`src/rtl/zkbdmus_evq.sv`:
```
// zkbdmus_evq: key matrix, mouse channels and Kempston byte as seen by zports,
// plus a scanner that turns matrix changes into a press/release event FIFO.
module zkbdmus_evq #(
  parameter  int ROWS   = 8,
  parameter  int COLS   = 5,
  parameter  int MUS_CH = 3,
  parameter  int DEPTH  = 16,
  localparam int N      = ROWS * COLS,
  localparam int SW     = (MUS_CH > 1) ? $clog2(MUS_CH) : 1,
  localparam int CW     = $clog2(DEPTH) + 1
) (
  input  logic              fclk,
  input  logic              rst,
  input  logic [N-1:0]      kbd_in,
  input  logic              kbd_stb,
  input  logic [7:0]        mus_in,
  input  logic [MUS_CH-1:0] mus_stb,
  input  logic              kj_stb,
  input  logic [ROWS-1:0]   zah,
  input  logic [SW-1:0]     mus_sel,
  output logic [COLS-1:0]   kbd_data,
  output logic [7:0]        mus_data,
  output logic [4:0]        kj_data,
  output logic [7:0]        evt_data,
  output logic              evt_valid,
  input  logic              evt_pop,
  input  logic              evt_clr,
  output logic              evt_ovf,
  output logic [CW-1:0]     evt_cnt
);

  localparam int AW = $clog2(DEPTH);
  localparam int IW = (N > 1) ? $clog2(N) : 1;

  logic [N-1:0]             kbd_q, kbd_d;
  logic [N-1:0]             ref_q, ref_d;
  logic [IW-1:0]            idx_q, idx_d;
  logic [AW-1:0]            wr_q, wr_d, rd_q, rd_d;
  logic [CW-1:0]            cnt_q, cnt_d;
  logic                     ovf_q, ovf_d;
  logic [MUS_CH-1:0][7:0]   mus_q;
  logic [4:0]               kj_q;
  logic [7:0]               mem_q [DEPTH];

  logic                     cur, diff, full, pop, push;
  logic [6:0]               idx7;

  // Scanner view of the key under idx: current state versus last reported state.
  assign cur  = kbd_q[idx_q];
  assign diff = cur ^ ref_q[idx_q];
  assign idx7 = 7'(idx_q);
  assign full = (cnt_q == CW'(DEPTH));
  assign pop  = evt_pop && (cnt_q != '0);
  // A pop on the same edge frees the slot, so a full FIFO can still accept.
  assign push = diff && (!full || pop) && !evt_clr;

  // Next-state for matrix, reference, scan index, FIFO pointers and overflow flag.
  always_comb begin
    kbd_d = kbd_stb ? kbd_in : kbd_q;
    ref_d = ref_q;
    idx_d = (idx_q == IW'(N - 1)) ? '0 : idx_q + 1'b1;
    wr_d  = wr_q;
    rd_d  = rd_q;
    cnt_d = cnt_q;
    ovf_d = ovf_q;
    if (evt_clr) begin
      // Resync against the matrix as it will be after this edge so held keys stay silent.
      ref_d = kbd_d;
      wr_d  = '0;
      rd_d  = '0;
      cnt_d = '0;
      ovf_d = 1'b0;
    end else begin
      if (push) begin
        ref_d[idx_q] = cur;
        wr_d         = wr_q + 1'b1;
      end
      if (pop) rd_d = rd_q + 1'b1;
      cnt_d = cnt_q + CW'(push) - CW'(pop);
      // Deferred event: reference left alone so the next lap retries it.
      if (diff && full && !pop) ovf_d = 1'b1;
    end
  end

  // State registers for the scanner, FIFO control, mouse channels and joystick.
  always_ff @(posedge fclk or posedge rst) begin
    if (rst) begin
      kbd_q <= '0;
      ref_q <= '0;
      idx_q <= '0;
      wr_q  <= '0;
      rd_q  <= '0;
      cnt_q <= '0;
      ovf_q <= 1'b0;
      mus_q <= '1;
      kj_q  <= '0;
    end else begin
      kbd_q <= kbd_d;
      ref_q <= ref_d;
      idx_q <= idx_d;
      wr_q  <= wr_d;
      rd_q  <= rd_d;
      cnt_q <= cnt_d;
      ovf_q <= ovf_d;
      for (int ch = 0; ch < MUS_CH; ch++)
        if (mus_stb[ch]) mus_q[ch] <= mus_in;
      if (kj_stb) kj_q <= mus_in[4:0];
    end
  end

  // Event storage; contents are don't-care until written, so no reset.
  always_ff @(posedge fclk) begin
    if (push) mem_q[wr_q] <= {cur, idx7};
  end

  // Matrix read: a column reads 0 if any selected row has that key pressed.
  always_comb begin
    kbd_data = '1;
    for (int c = 0; c < COLS; c++)
      for (int r = 0; r < ROWS; r++)
        if (!zah[r] && kbd_q[r + ROWS * (COLS - 1 - c)]) kbd_data[c] = 1'b0;
  end

  // Mouse channel select; unpopulated selects read as idle bus.
  always_comb begin
    mus_data = 8'hFF;
    for (int ch = 0; ch < MUS_CH; ch++)
      if (int'(mus_sel) == ch) mus_data = mus_q[ch];
  end

  assign kj_data   = kj_q;
  assign evt_valid = (cnt_q != '0);
  assign evt_data  = evt_valid ? mem_q[rd_q] : 8'h00;
  assign evt_ovf   = ovf_q;
  assign evt_cnt   = cnt_q;

endmodule

```
`config.mk`:
```
export PLATFORM = sky130hd
export DESIGN_NAME = zkbdmus_evq
export DESIGN_NICKNAME = d
export VERILOG_FILES = /design/src/rtl/zkbdmus_evq.sv
export SDC_FILE = /design/constraint.sdc
export NUM_CORES = 1
export LEC_CHECK = 0
export CAP_MARGIN = 25
export CORE_UTILIZATION = 25
export CTS_CLUSTER_DIAMETER = 80
export DETAILED_ROUTE_END_ITERATION = 10
export GPL_TIMING_DRIVEN = 0
export PLACE_DENSITY = 0.4
export SETUP_SLACK_MARGIN = 0.2
export SYNTH_ARGS = -nofsm -noshare
export SYNTH_HDL_FRONTEND = slang
export SYNTH_SLANG_ARGS = --single-unit
```
`constraint.sdc`:
```
create_clock -name fclk -period 10.4 [get_ports fclk]
set_input_delay 1.56 -clock fclk [delete_from_list [all_inputs] [get_ports fclk]]
set_output_delay 1.56 -clock fclk [all_outputs]
set_load 0.1 [all_outputs]
```
==> flow_summary.json <==
{
  "drt-initial-drc-count": 379,
  "maxCapViolations": 0,
  "comb_power_share_pct": 27.2,
  "path_cells": "clkdlybuf4s50_1 -> o22ai_1 -> nor4_1 -> clkdlybuf4s50_1",
  "cts_setup_buffers": 0,
  "tightest_slew_ps": 988.1,
  "grt_pass1_vias": 8635,
  "crit_arrival_ps": 4110,
  "ir_worst_vdd_v": 0.0002610,
  "start_util_pct": 25.39,
  "gp_congestion": 0.8190,
  "yosys.area.top_type": "edfxtp_1",
  "multi_input_area_um2": 4389,
  "slowest_delay_ps": 1220,
  "finalClockSkew_ps": 17.23,
  "clock-sinks": 241,
  "grt_overflow": 0,
  "outcome": "complete, no violations",
  "syn_to_final_growth_pct": 23.51,
  "core_area_um2": 45480,
  "fin_nets": 1139,
  "post_dp_cell_area_um2": 13250,
  "drv_slew": 0,
  "max_clock_freq_ghz": 0.1763,
  "ys_warn_count": 0,
  "synth_common_cells": "128 x nand2_1, 112 x edfxtp_1, 105 x dfrtp_1",
  "root_buffer": "clkbuf_16",
  "critPathKind": "primary input to primary output",
  "io-pin-count": 100,
  "cp_max_fo": 5,
  "firstDrtPassIters": 5,
  "cp-start-kind": "primary input",
  "cts_tree": "yes",
  "clockPowerShare_pct": 35.7,
  "syn_inst": 933,
  "cts_made_buffers": 30,
  "hold_viol": 0,
  "path_delay_family": "buffers and inverters",
  "synth.avg_cell_area_um2": 12.38,
  "pwr-share-seq_pct": 37.1,
  "switching_share_pct": 33.95,
  "rows": 78,
  "dp_hpwl_um": 25840,
  "setup_viol_count_final": 0,
  "grt_pass1_wl_um": 55290,
  "holdCritPathClass": "flop to flop",
  "r2r_slack_ps": 5200,
  "ys_ff_latch": 241,
  "ant_nets": 0,
  "syn_area_um2": 11550,
  "cpMostUsedCell": "clkdlybuf4s50_1",
  "grt_max_degree": 67,
  "post-route-drc-count": 0,
  "slew_headroom_pct": 33.92,
  "regArea_um2": 6621,
  "internal_power_mw": 1.975,
  "antenna_found_initial": 0,
  "num_antenna_cells": 0,
  "powerDensity_nw_per_um2": 209.6,
  "h-tree-depth": 1,
  "drt-total-wl_um": 36320,
  "cts_max_path_buffers": 3,
  "fin_area_um2": 14260,
  "yosysUniqueCellTypes": 71,
  "synth_area_leaders": "edfxtp_1 29%, dfrtp_1 23%, mux4_2 7.4%",
  "async_flop_share_pct": 53.53,
  "synth-edff-count": 112,
  "clk_latency_ps": 580,
  "period_minus_slack_ps": 5673,
  "post_drt_wl_per_cell_um": 21.58,
  "leakage_nw": 5.202,
  "grtUsageTotal_pct": 15.62,
  "post_cts_resized": 0,
  "p_sw_mw": 1.015,
  "num-fill-cells": 4712,
  "min_period_over_period_pct": 54.55,
  "die_area_um2": 47060,
  "endpoint_kind": "primary output",
  "worstPathRequired_ps": 8840,
  "vias_per_cell": 4.784,
  "die_h_um": 216.9,
  "rsz0062_at_grt": "false",
  "num_vias": 8051,
  "die_w_um": 216.9,
  "path_buf_inv": 2,
  "yosysMostFrequentCell": "nand2_1",
  "portBuffers": 91,
  "clk_pin_slew_worst_paths_ps": 60,
  "tns_ps": 0,
  "slowest_stage": "clkdlybuf4s50_1",
  "ys.flop_type": "edfxtp_1",
  "cts_hold_buffers": 0,
  "ys_seq_area_share_pct": 57.33,
  "synth_top_area_share_pct": 29.12,
  "synth_fp_nets": 1013,
  "drive_gt1_share_pct": 17.82
}
==> cells in the final DEF, fill, tap and decap left out, drive strengths merged, types with 14 or more instances in the layout <==
cell type,Yosys,final
nand2,128,128
edfxtp,112,112
dfrtp,105,105
clkdlybuf4s50,0,91
clkbuf,33,74
inv,56,57
o21ai,52,52
nor2,48,48
mux2,44,44
mux4,38,38
o211ai,37,37
o311ai,34,34
buf,31,34
o22ai,24,24
dfstp,24,24
mux2i,16,16
nor2b,14,14
nand3,14,14
==> worst reg2reg max path, cell delays in order, from the launching register on <==
cell and delay (ps):
dfrtp_1 810, buf_4 330, buf_4 250, buf_4 240
mux2i_1 310, o32ai_1 130, o21ai_0 430, nand3_4 380
xor2_2 510, nand3_1 220, ha_1 340, inv_1 40
ha_1 180, inv_1 70, fa_1 200, inv_1 50
a21oi_1 120, nor2_1 60, or3_1 330, a21oi_1 130
==> registers in the layout (all words and copies together), names as in the netlist <==
name	count
evt_cnt	5
evt_ovf	1
idx_q	6
kbd_q	40
kj_data	5
mem_q	112
mus_q	24
rd_q	4
ref_q	40
wr_q	4
==> power groups by stage <==
stage,Sequential [mW],Clock [mW],Combinational [mW]
after floorplan,1.18,0,0.538
after global placement,1.13,0,0.828
after detailed placement,1.13,0,0.828
after CTS,1.11,1.09,0.830
after global routing,1.12,1.13,0.870
final,1.11,1.07,0.814
==> stage by stage <==
step / util (%) / power, mW / hold slack, ps / instances / setup slack (ps)
2_1_floorplan: - / 1.716 / 507.9 / 933 / 4271
3_3_place_gp: 29.05 / 1.954 / 490.6 / 1624 / 2925
3_5_place_dp: 29.13 / 1.955 / 498.7 / 1626 / 4803
4_1_cts: 31.35 / 3.035 / 512.1 / 1682 / 4717
5_1_grt: 31.36 / 3.113 / 538.8 / 1683 / 4587
6_report: 31.36 / 2.989 / 508.7 / 1683 / 4727
==> cell families (layout without fill, tap and decap cells) <==
family	count (synthesis)	after routing	synth area share, %
simple gates	249	249	10.02
flops	241	241	57.33
compound gates	200	200	12.36
buf+inv	120	270	4.659
mux	98	98	13.15
fa+ha+maj	13	13	1.473
xor+xnor	11	11	0.9643
other cells	1	1	0.03247
==> cell type report <==
| type | count | share of cell area [%] |
|---|---|---|
| Clock inverter | 15 | 1.219 |
| Buffer | 64 | 2.298 |
| Tap cell | 600 | 5.263 |
| Sequential cell | 241 | 46.42 |
| Multi-Input combinational cell | 572 | 30.77 |
| Timing Repair Buffer | 94 | 6.684 |
| Inverter | 56 | 1.509 |
| Clock buffer | 41 | 5.833 |
==> per-layer routing <==
metal	global-route usage [%]	vias up	routed length, um
met5	0	-	0
met3	2.320	49	1467
met1	21.51	4085	16810
met4	3.850	0	755
met2	25.72	196	17280
li1	-	3721	-
==> final timing paths <==
check,depth (start not counted),from,end
max,4,zah[7],kbd_data[4]
max reg2reg,19,idx_q[1],evt_cnt[4]
max in group asynchronous,3,rst,ref_q[8]
min,1,kj_data[3],kj_data[3]
min reg2reg,1,kj_data[3],kj_data[3]
min in group asynchronous,2,rst,kj_data[2]
No activity file was read; power rests on OpenSTA's default activity.
